<file path="src/rtl/insn_fetch_queue.sv">
// Instruction prefetch queue: issues ROM fetches, buffers returned words with
// their PC in a small FIFO and hands them to the executor over valid/ready.
module insn_fetch_queue #(
   parameter int                  PC_WIDTH   = 16,
   parameter int                  INSN_BYTES = 5,
   parameter int                  INSN_WIDTH = INSN_BYTES * 8,
   parameter int                  DEPTH      = 4,
   parameter logic [PC_WIDTH-1:0] RESET_PC   = '0
) (
   input  logic                         clk,
   input  logic                         reset_n,
   output logic [PC_WIDTH-1:0]          iaddr,
   input  logic [INSN_WIDTH-1:0]        idata,
   input  logic                         redirect,
   input  logic [PC_WIDTH-1:0]          redirect_pc,
   output logic [INSN_WIDTH-1:0]        insn,
   output logic [PC_WIDTH-1:0]          insn_pc,
   output logic                         insn_valid,
   input  logic                         insn_ready,
   output logic [$clog2(DEPTH+1)-1:0]   count
);

   localparam int                  CNT_W   = $clog2(DEPTH + 1);
   localparam int                  PTR_W   = $clog2(DEPTH);
   localparam logic [PC_WIDTH-1:0] PC_INC  = PC_WIDTH'(INSN_BYTES);
   localparam logic [CNT_W:0]      DEPTH_C = (CNT_W + 1)'(DEPTH);

   logic [PC_WIDTH-1:0]   fetch_pc_reg;
   logic                  pending_reg;
   logic [PC_WIDTH-1:0]   pending_pc_reg;
   logic [CNT_W-1:0]      count_reg;
   logic [CNT_W-1:0]      count_next;
   logic [PTR_W-1:0]      head_reg;
   logic [PTR_W-1:0]      tail_reg;
   logic [CNT_W:0]        occupancy;
   logic                  issue;
   logic                  push;
   logic                  pop;

   logic [INSN_WIDTH-1:0] entry_insn [DEPTH];
   logic [PC_WIDTH-1:0]   entry_pc   [DEPTH];

   // The in-flight fetch already owns a slot, so it is counted as occupancy;
   // a same-cycle pop is deliberately not credited back.
   assign occupancy = {1'b0, count_reg} + (CNT_W + 1)'(pending_reg);
   assign issue     = !redirect && (occupancy < DEPTH_C);
   assign push      = pending_reg && !redirect;
   assign pop       = (count_reg != '0) && insn_ready && !redirect;

   always_comb begin
      count_next = count_reg;
      case ({push, pop})
         2'b10:   count_next = count_reg + CNT_W'(1);
         2'b01:   count_next = count_reg - CNT_W'(1);
         default: count_next = count_reg;
      endcase
   end

   always_ff @(posedge clk or negedge reset_n) begin
      if (!reset_n) begin
         fetch_pc_reg   <= RESET_PC;
         pending_reg    <= 1'b0;
         pending_pc_reg <= '0;
         count_reg      <= '0;
         head_reg       <= '0;
         tail_reg       <= '0;
      end else if (redirect) begin
         fetch_pc_reg <= redirect_pc;
         pending_reg  <= 1'b0;
         count_reg    <= '0;
         head_reg     <= '0;
         tail_reg     <= '0;
      end else begin
         pending_reg <= issue;
         if (issue) begin
            pending_pc_reg <= fetch_pc_reg;
            fetch_pc_reg   <= fetch_pc_reg + PC_INC;
         end
         if (push) begin
            tail_reg <= tail_reg + PTR_W'(1);
         end
         if (pop) begin
            head_reg <= head_reg + PTR_W'(1);
         end
         count_reg <= count_next;
      end
   end

   generate
      for (genvar gi = 0; gi < DEPTH; gi++) begin : g_entry
         logic [INSN_WIDTH-1:0] insn_reg;
         logic [PC_WIDTH-1:0]   pc_reg;

         always_ff @(posedge clk or negedge reset_n) begin
            if (!reset_n) begin
               insn_reg <= '0;
               pc_reg   <= '0;
            end else if (push && (tail_reg == PTR_W'(gi))) begin
               insn_reg <= idata;
               pc_reg   <= pending_pc_reg;
            end
         end

         assign entry_insn[gi] = insn_reg;
         assign entry_pc[gi]   = pc_reg;
      end
   endgenerate

   assign iaddr      = fetch_pc_reg;
   assign insn       = entry_insn[head_reg];
   assign insn_pc    = entry_pc[head_reg];
   assign insn_valid = (count_reg != '0);
   assign count      = count_reg;

endmodule

</file>
<file path="config.mk">
export PLATFORM = sky130hd
export DESIGN_NAME = insn_fetch_queue
export DESIGN_NICKNAME = d
export VERILOG_FILES = /design/src/rtl/insn_fetch_queue.sv
export SDC_FILE = /design/constraint.sdc
export NUM_CORES = 1
export LEC_CHECK = 0
export CAP_MARGIN = 30
export CORE_MARGIN = 2
export CORE_UTILIZATION = 35
export DETAILED_ROUTE_END_ITERATION = 6
export SLEW_MARGIN = 0
export SYNTH_ARGS = -nofsm -noshare
export SYNTH_HDL_FRONTEND = slang
export SYNTH_SLANG_ARGS = --single-unit
</file>
<file path="constraint.sdc">
create_clock -name clk -period 3.3 [get_ports clk]
set_clock_uncertainty 0.05 [all_clocks]
set_input_delay 0.66 -clock clk [delete_from_list [all_inputs] [get_ports clk]]
set_output_delay 0.66 -clock clk [all_outputs]
set_load 0.05 [all_outputs]
</file>
# Word level (Yosys, flattened, before mapping)
# Index checks and enable logic that the tools add are counted.
[totals] output_inout_bits=76 register_bits=264 in_bits=60 wordCells=60
[op_classes] n_addsub=6 eq_ne=5 n_reduce_logical=16 mux=15 n_bitwise=2 n_lt_le_gt_ge=2
[ops] op="$bmux 40 s2" n=1
[ops] op="$mux 40" n=2
[ops] op="$mux 16" n=4
[ops] op="$bmux 16 s2" n=1
[ops] op="$add 16x3->16 const B" n=1
[ops] op="$logic_and 1x1->1" n=8
[ops] op="$mux 2" n=4
[ops] op="$eq 2x2->1 const B" n=3
[ops] op="$pmux 3 s2" n=1
[ops] op="$reduce_bool 2->1" n=3
[ops] op="$reduce_bool 3->1" n=2
[ops] op="$add 2x1->2 const B" n=2
[ops] op="$add 3x1->4" n=1
[ops] op="$eq 2x1->1 const B" n=2
[ops] op="$lt 4x3->1 const B" n=1
[ops] op="$add 3x1->3 const B" n=1
[ops] op="$ge 3x3->1 const B" n=1
[ops] op="$mux 3" n=1
[ops] op="$not 2->3" n=1
[ops] op="$sub 3x1->3 const B" n=1
[ops] op="$logic_not 2->1" n=1
[ops] op="$reduce_and 2->1" n=1
[ops] op="$logic_not 1->1" n=1
[ops] op="$mux 1" n=1
[ops] op="$not 1->1" n=1

# Longest topological paths before layout
# Gate-level depths: netlist (run 1).
[depth] depth_word=6 mapped_depth=7 ltp_nobuf=6

# Worst setup path after synthesis (run 1)
# OpenSTA, ideal clock, no wires.
[synth_timing] kind="reg-to-output" from="register head_reg[0]" to="output insn[35]" path_buffers=3 t_arrival_ns=1.731 path_stages_with_launch=5 slack_ns=0.859 required_time_ns=2.590 path_cell_list="dfrtp_1 clkbuf_1 buf_2 buf_2 mux4_2"
[synth_between] elab_chain_cells=4
[synth_lines] element="start: declaration" line_no="33" rtl="logic [PTR_W-1:0] head_reg;"
[synth_lines] element="start signal: assignment" line_no="83" rtl="head_reg <= head_reg + PTR_W'(1);"
[synth_lines] element="$not 2->3 (not written as such)" line_no="110" rtl="assign insn = entry_insn[head_reg];"
[synth_lines] element="$bmux 40 s2" line_no="110"
[synth_lines] element="$mux 40 (not written as such) (2 in a row)" line_no="110"
[synth_lines] element="end: declaration" line_no="16" rtl="output logic [INSN_WIDTH-1:0] insn,"
# Every way passes these cells. The select of a mux whose other input is x is not followed.

# Worst setup path in the final report (run 1)
[layout_timing] from="register head_reg[0]" to="output insn_pc[4]"
[layout_between] elab_chain_cells=4
[layout_lines] element="$not 2->3 (not written as such)" line_no="111" rtl="assign insn_pc = entry_pc[head_reg];"
[layout_lines] element="$bmux 16 s2" line_no="111"
[layout_lines] element="$mux 16 (not written as such) (2 in a row)" line_no="111"
[layout_lines] element="end: declaration" line_no="17" rtl="output logic [PC_WIDTH-1:0] insn_pc,"
# Every way passes these cells. The select of a mux whose other input is x is not followed.

==> results of run 1 <==
## cell type report
class	count	area (um2)
clock buffer	39	813
sequential	264	6610
clock inverter	10	77.6
inverter	5	18.8
multi-input combinational	406	4720
tap	442	553
timing repair buffer	156	1540
fill	2960	18100
## per-layer routing
| metal | track usage | share of wire | wire length (um) | up-vias |
|---|---|---|---|---|
| met2 | 0.234 | 0.46 | 11400 | 147 |
| met4 | 0.0330 | 0.017 | 406 | 2 |
| li1 | - | - | - | 2946 |
| met1 | 0.206 | 0.47 | 11600 | 3425 |
| met5 | 0 | 0.00037 | 9 | - |
| met3 | 0.0281 | 0.048 | 1190 | 35 |
## per-stage QoR
step / power, mW / utilization
after floorplan: 10.4 / -
after global placement: 12.5 / 0.415
after detailed placement: 12.6 / 0.415
after CTS: 15.5 / 0.442
after global routing: 16.2 / 0.442
final: 15.3 / 0.442
## path summary, 6_finish.rpt
| kind | startpoint | end | slack (ns) | cells past startpoint |
|---|---|---|---|---|
| setup reg to reg | count[0]$_DFFE_PN0P_ | count[2]$_DFFE_PN0P_ | 0.90 | 6 |
| hold reg to reg | g_entry[2].insn_reg[29]$_DFFE_PN0P_ | g_entry[2].insn_reg[29]$_DFFE_PN0P_ | 0.45 | 1 |
| min in group asynchronous | reset_n | g_entry[3].pc_reg[0]$_DFFE_PN0P_ | 0.60 | 2 |
| hold / removal | g_entry[2].insn_reg[29]$_DFFE_PN0P_ | g_entry[2].insn_reg[29]$_DFFE_PN0P_ | 0.45 | 1 |
| setup / recovery | head_reg[0]$_DFFE_PN0P_ | insn_pc[4] | 0.12 | 2 |
| max in group asynchronous | reset_n | g_entry[3].insn_reg[6]$_DFFE_PN0P_ | 1.62 | 3 |
## power breakdown
group | internal, mW | switching (mW) | total, mW
Sequential | 4.68 | 0.869 | 5.54
Combinational | 3.00 | 3.73 | 6.73
Clock | 1.78 | 1.24 | 3.02
Total | 9.46 | 5.83 | 15.3
## worst reg2reg max path, stage by stage, from the launching register on
cell     delay (ns)
dfrtp_1        0.50
o31ai_1        0.65
nor3_1         0.15
fa_1           0.42
nor3_1         0.25
o21ai_0        0.10
nor3b_1        0.15
## cell usage in the layout, fill, tap and decap left out, types with 7 or more instances in the layout
cell type,synthesis,layout
buf_12,0,10
buf_4,0,40
clkbuf_16,0,29
clkdlybuf4s50_1,0,83
clkinv_2,0,8
dfrtp_1,264,262
dlygate4sd2_1,0,21
mux2_2,240,240
mux4_2,56,56
nand2_1,17,13
nor2_1,14,14
nor3_1,7,7
o21ai_0,12,12
xnor2_1,11,11
## logic make-up (layout without fill, tap and decap cells)
family	after synthesis	in the layout	synth area share
mux	299	299	0.347
flops	264	264	0.574
simple gates	63	63	0.0282
buf+inv	49	210	0.0189
compound gates	25	25	0.0153
xor+xnor	13	13	0.00989
fa+ha+maj	6	6	0.00717
## what timing repair did
item | CTS | global route
hold endpoints to repair | 1 | 0
endpoints found under the setup margin | 23 | 0
hold buffers | 1 | 0
resized for setup | 22 | 0
==> results.json, run 1 <==
{
  "path_max_fanout": 12,
  "dr.pass1.iters": 4,
  "viasPerCell": 4.96,
  "dp_slack_ns": 0.399,
  "hpwl_mm": 15.2,
  "core-area_mm2": 0.0325,
  "syn_area_per_cell_um2": 16.0,
  "synth.most_common_cell": "dfrtp_1",
  "clock_sinks": 264,
  "row_count": 66,
  "grt_pass1_vias": 7003,
  "insertion_delay_ns": 0.53,
  "syn-instance-count": 719,
  "port_buffers": 135,
  "maxCapViolCount": 0,
  "cts_tree": "yes",
  "path_class": "reg2out",
  "dp_cells": 1272,
  "diodes": 0,
  "grt_first_pass_wirelength_mm": 39.2,
  "cts-root-buf": "clkbuf_16",
  "period_needed_ns": 3.18,
  "finalWorstSetupSlack_ns": 0.124,
  "syn-num-nets": 785,
  "antenna_found_initial": 1,
  "cts_setup_buffers": 0,
  "final_hold_viol_count": 0,
  "initial_core_util": 0.355,
  "synth_edf_count": 0,
  "hold_slack_ns": 0.447,
  "area_growth_pct": 24.5,
  "design_area_mm2": 0.0143,
  "largest_reg_flops": 160,
  "first_iter_violations": 237,
  "outcome": "finished, final reports clean",
  "boundaryPins": 136,
  "fmax_ghz": 0.315,
  "cp-start-kind": "flip-flop",
  "synth_seq_cells": 264,
  "drive_gt1_frac": 0.457,
  "post-route-period-util": 0.962,
  "crit_family": "buffers and inverters",
  "ir_worst_vdd_mv": 0.486,
  "synth_ff_type": "dfrtp_1",
  "power.density_mw_per_mm2": 1070,
  "drc": 0,
  "critPathSlowestCell": "clkdlybuf4s50_1",
  "setup_viol": 0,
  "synth_top_area_frac": 0.574,
  "cts_inserted_buffers": 29,
  "synth_cell_types": 41,
  "worst_slew_pin_slew_ns": 0.731,
  "slew_violations": 0,
  "grt.overflow.total": 0,
  "die_x_um": 185,
  "clk_pin_slew_ns": 0.06,
  "ys_warn_count": 0,
  "hp-class": "reg2reg",
  "totalWireLength_mm": 24.5,
  "die_h_um": 185,
  "num_vias": 6555,
  "end_kind": "output port",
  "fin_tns_setup_ns": 0,
  "dieArea_mm2": 0.0344,
  "fin_nets": 928,
  "p_leak_nw": 6.25,
  "track_usage": 0.146,
  "globalplace.congestion": 0.769,
  "maxSlewHeadroom": 0.512,
  "grt_max_degree": 121,
  "place_area_mm2": 0.0135,
  "worst-path-buf-inv": 1,
  "wire_per_inst_um": 18.6,
  "netlist_area_mm2": 0.0115,
  "synthArstFlopShare": 1.00,
  "clk_path_buf_depth": 3,
  "synth_area_leaders": "dfrtp_1 (57%), mux2_2 (23%), mux4_2 (11%)",
  "htree_levels": 1,
  "stdcell_count": 1322,
  "crit_arrival_ns": 2.47,
  "ys_seq_area_frac": 0.574,
  "critPathMaxStageDelay_ns": 0.78,
  "drtAntennaViolNets": 0,
  "rsz0062_at_grt": "false",
  "worstPathCellList": "mux4_2, clkdlybuf4s50_1",
  "netlist_top_cells_count": "dfrtp_1 (264), mux2_2 (240), mux4_2 (56)",
  "yosysTopAreaCell": "dfrtp_1",
  "cp.required_ns": 2.59
}
(Power assumes the default switching activity.)
==> run 2, diff against run 1 <==
Settings changed: CORE_MARGIN 2 to unset.
==> results.json, run 2 (synthesis results as in run 1) <==
{
  "post-route-period-util": 0.946,
  "hold_buffers": 0,
  "cts_inserted_buffers": 30,
  "wire_per_inst_um": 18.8,
  "grt.overflow.total": 0,
  "slew_violations": 0,
  "path_class": "reg2out",
  "core-area_mm2": 0.0325,
  "fin_tns_setup_ns": 0,
  "clk_path_buf_depth": 3,
  "grt_first_pass_wirelength_mm": 40.4,
  "worst_slew_pin_slew_ns": 0.754,
  "setup_viol": 0,
  "grt_pass1_vias": 7023,
  "drtAntennaViolNets": 0,
  "outcome": "finished, final reports clean",
  "insertion_delay_ns": 0.55,
  "fmax_ghz": 0.320,
  "path_max_fanout": 7,
  "die_h_um": 183,
  "drc": 0,
  "viasPerCell": 4.97,
  "dr.pass1.iters": 4,
  "fillCellCount": 2875,
  "largest_reg_flops": 160,
  "dieArea_mm2": 0.0336,
  "hpwl_mm": 15.8,
  "totalWireLength_mm": 25.0,
  "fin_nets": 932,
  "drive_gt1_frac": 0.458,
  "clk_pin_slew_ns": 0.06,
  "maxSlewHeadroom": 0.496,
  "power_mw": 15.8,
  "die_x_um": 183,
  "area_growth_pct": 26.6,
  "antenna_found_initial": 0,
  "maxCapViolCount": 0,
  "cp-start-kind": "flip-flop",
  "boundaryPins": 136,
  "cts-root-buf": "clkbuf_16",
  "period_needed_ns": 3.12,
  "port_buffers": 135,
  "crit_arrival_ns": 2.41,
  "ir_worst_vdd_mv": 0.459,
  "row_count": 66,
  "mostFrequentLayoutCell": "dfrtp_1",
  "track_usage": 0.153,
  "mostFrequentLayoutCells": "dfrtp_1 (262), mux2_2 (240), clkdlybuf4s50_1 (88)",
  "num_vias": 6614,
  "r2r_cells": 4,
  "cp.required_ns": 2.59,
  "end_kind": "output port",
  "cts_tree": "yes",
  "hp-class": "in2async",
  "initial_core_util": 0.355,
  "grt_max_degree": 72,
  "diodes": 0,
  "first_iter_violations": 259,
  "rsz0062_at_grt": "false",
  "power.density_mw_per_mm2": 1080,
  "p_leak_nw": 6.35,
  "globalplace.congestion": 0.806,
  "final_hold_viol_count": 0,
  "clock_sinks": 264,
  "htree_levels": 1,
  "hold_slack_ns": 0.0157
}
-- run 2: cell count changes in the layout (fill, tap and decap cells not counted), moves of 2 or more --
cell / before / now
clkbuf_16: 29 / 31
clkinv_2: 8 / 4
clkbuf_8: 5 / 11
clkdlybuf4s50_1: 83 / 88
buf_4: 40 / 34
buf_12: 10 / 15
-- run 2: final cells by class --
type	instances	area [um2]	area share
tap	442	553	0.0379
inverter	5	18.8	0.00129
multi-input combinational	406	4720	0.324
timing repair buffer	159	1640	0.112
sequential	264	6610	0.453
clock buffer	47	946	0.0649
clock inverter	8	97.6	0.00669
-- run 2: report_power, final --
| part | switching (mW) | total [mW] | internal, mW | leakage (nW) |
|---|---|---|---|---|
| logic | 3.77 | 6.86 | 3.08 | 2.54 |
| registers | 0.845 | 5.52 | 4.68 | 3.29 |
| clock network | 1.32 | 3.43 | 2.11 | 0.520 |
| total | 5.94 | 15.8 | 9.87 | 6.35 |
-- run 2: per-stage QoR --
stage | instance area, um2 | utilization | setup WS (ns) | cells
6_report | 14600 | 0.449 | 0.179 | 1331
5_1_grt | 14600 | 0.449 | 0.0927 | 1331
4_1_cts | 14600 | 0.449 | 0.119 | 1331
3_5_place_dp | 13500 | 0.417 | 0.369 | 1273
3_3_place_gp | 13500 | 0.417 | 0.391 | 1273
2_1_floorplan | 11500 | - | 0.859 | 719
-- run 2: what timing repair did --
action,in CTS,in global routing
hold endpoints to repair,0,0
endpoints found under the setup margin,33,0
gates resized for setup,21,0
buffers inserted,3,0
-- run 2: worst max-delay path: stages (launching register included) --
cell and delay (ns):
dfrtp_4 0.49, buf_12 0.15, mux4_2 0.50, clkdlybuf4s50_1 0.71
-- run 2: path summary, 6_finish.rpt --
check | from | slack [ns] | to
max | head_reg[0]$_DFFE_PN0P_ | 0.18 | insn_pc[14]
min | reset_n | 0.02 | g_entry[2].insn_reg[36]$_DFFE_PN0P_
max reg2reg | pending_reg$_DFF_PN0_ | 0.92 | g_entry[3].insn_reg[25]$_DFFE_PN0P_
min reg2reg | g_entry[2].insn_reg[22]$_DFFE_PN0P_ | 0.45 | g_entry[2].insn_reg[22]$_DFFE_PN0P_
max in group asynchronous | reset_n | 2.40 | g_entry[0].insn_reg[2]$_DFFE_PN0P_
min in group clk | g_entry[2].insn_reg[22]$_DFFE_PN0P_ | 0.45 | g_entry[2].insn_reg[22]$_DFFE_PN0P_
-- run 2: routing by layer --
| layer | part of all wire | GRT usage | vias to the layer above |
|---|---|---|---|
| li1 | - | - | 2977 |
| met1 | 0.47 | 0.216 | 3461 |
| met2 | 0.47 | 0.244 | 138 |
| met3 | 0.048 | 0.0306 | 38 |
| met4 | 0.015 | 0.0337 | 0 |
| met5 | 0 | 0 | - |
==> run 3, diff against run 2 <==
Settings changed: DONT_BUFFER_PORTS set to 1, MAX_ROUTING_LAYER set to met4, PLACE_DENSITY_LB_ADDON set to 0.12.
==> results.json, run 3 (synthesis results as in run 1) <==
{
  "outcome": "finished with violations",
  "violations": "hold timing",
  "hpwl_mm": 16.5,
  "die_h_um": 183,
  "clk_path_buf_depth": 3,
  "utilization": 0.405,
  "maxCapViolCount": 0,
  "fin_nets": 792,
  "power.density_mw_per_mm2": 1130,
  "track_usage": 0.161,
  "switching_share": 0.386,
  "fmax_ghz": 0.337,
  "cts_setup_buffers": 0,
  "initial_core_util": 0.355,
  "cts_resized": 0,
  "stdcell_count": 1191,
  "viasPerCell": 5.17,
  "dp_cells": 1135,
  "finalWorstSetupSlack_ns": 0.334,
  "post-route-period-util": 0.899,
  "ir_worst_vdd_mv": 0.552,
  "dp_slack_ns": 0.826,
  "port_buffers": 0,
  "first_iter_violations": 222,
  "cts-root-buf": "clkbuf_16",
  "switchingPower_mw": 5.76,
  "mostFrequentLayoutCell": "dfrtp_1",
  "mostFrequentLayoutCells": "dfrtp_1 (262), mux2_2 (240), mux4_2 (56)",
  "crit_arrival_ns": 2.26,
  "period_needed_ns": 2.97,
  "maxSlewHeadroom": 0.509,
  "p_comb_frac": 0.371,
  "cp-startpoint": "head_reg[0]$_DFFE_PN0P_",
  "area_growth_pct": 14.1,
  "drc": 0,
  "clkPwrFrac": 0.239,
  "drive_gt1_frac": 0.503,
  "diodes": 0,
  "end_kind": "output port",
  "path_max_fanout": 21,
  "worst_slew_pin_slew_ns": 0.736,
  "setup_viol": 0,
  "cp-start-kind": "flip-flop",
  "grt_max_degree": 265,
  "dieArea_mm2": 0.0336,
  "slew_violations": 0,
  "cts_tree": "yes",
  "hold_slack_ns": -0.234,
  "rsz0062_at_grt": "false",
  "drtAntennaViolNets": 0,
  "wire_per_inst_um": 21.5,
  "rr_startpoint": "count[0]$_DFFE_PN0P_",
  "p_int_mw": 9.15,
  "p_leak_nw": 5.68,
  "antenna_found_initial": 0,
  "largest_reg_flops": 160,
  "dr.pass1.iters": 5,
  "insertion_delay_ns": 0.54,
  "path_class": "reg2out",
  "fin_tns_setup_ns": 0,
  "final_hold_viol_count": 264,
  "num_vias": 6161,
  "clk_pin_slew_ns": 0.06,
  "grt_first_pass_wirelength_mm": 40.8,
  "htree_levels": 1,
  "p_seq_frac": 0.390,
  "grt_pass1_vias": 6960,
  "clock_sinks": 264,
  "totalWireLength_mm": 25.6,
  "cp.required_ns": 2.59,
  "globalplace.congestion": 0.819,
  "core-area_mm2": 0.0325,
  "cts_inserted_buffers": 31,
  "grt.overflow.total": 0,
  "die_x_um": 183,
  "row_count": 66,
  "hp-class": "in2async",
  "boundaryPins": 136
}
==> run 3: cell count changes in the layout (fill, tap and decap cells not counted) <==
cell / change
buf_12: -13
buf_4: -18
buf_8: -1
bufinv_16: +4
clkbuf_1: -1
clkbuf_8: -8
clkdlybuf4s50_1: -88
clkinv_2: +7
clkinv_4: -1
clkinvlp_4: +1
dlygate4sd2_1: -21
inv_6: -1
==> run 3: power groups by stage <==
stage / Sequential [mW] / Combinational, mW / Clock [mW]
2_1_floorplan: 5.43 / 5.02 / 0
3_3_place_gp: 5.84 / 5.46 / 0
3_5_place_dp: 5.89 / 5.61 / 0
4_1_cts: 5.83 / 5.62 / 3.69
5_1_grt: 6.02 / 5.83 / 3.82
6_report: 5.81 / 5.53 / 3.57
==> run 3: cell type report <==
class                           count  area, um2
Sequential cell                   264       6610
Clock inverter                     18        243
Inverter                            5       18.8
Tap cell                          442        553
Fill cell                        2954      19300
Timing Repair Buffer               18        160
Clock buffer                       38        832
Multi-Input combinational cell    406       4720
==> run 3: path summary, 6_finish.rpt <==
kind                                                             to  slack [ns]  cells past startpoint
worst max-delay path                                     insn_pc[4]        0.33                      2
worst min-delay path            g_entry[1].insn_reg[16]$_DFFE_PN0P_       -0.23                      0
min in group clk                            head_reg[1]$_DFFE_PN0P_        0.14                      1
max in group asynchronous         g_entry[2].pc_reg[12]$_DFFE_PN0P_        2.84                      0
worst min register to register   g_entry[2].insn_reg[7]$_DFFE_PN0P_        0.45                      1
worst max register to register                 count[2]$_DFFE_PN0P_        0.88                      7
==> run 3: critical path, stage by stage (launching register included) <==
cell and delay, ns:
dfrtp_4 0.71, buf_12 0.27, mux4_2 0.70
==> run 3: through the flow <==
stage	power (mW)	hold slack [ns]	area, um2
2_1_floorplan	10.4	0.314	11500
3_3_place_gp	11.3	0.322	12100
3_5_place_dp	11.5	0.323	12100
4_1_cts	15.1	-0.274	13100
5_1_grt	15.7	-0.272	13100
6_report	14.9	-0.234	13100
==> run 3: metal layers <==
layer	global-route usage	routed length [um]
met1	0.206	11100
met2	0.260	12200
met3	0.0375	1650
met4	0.0380	570
met5	-	0
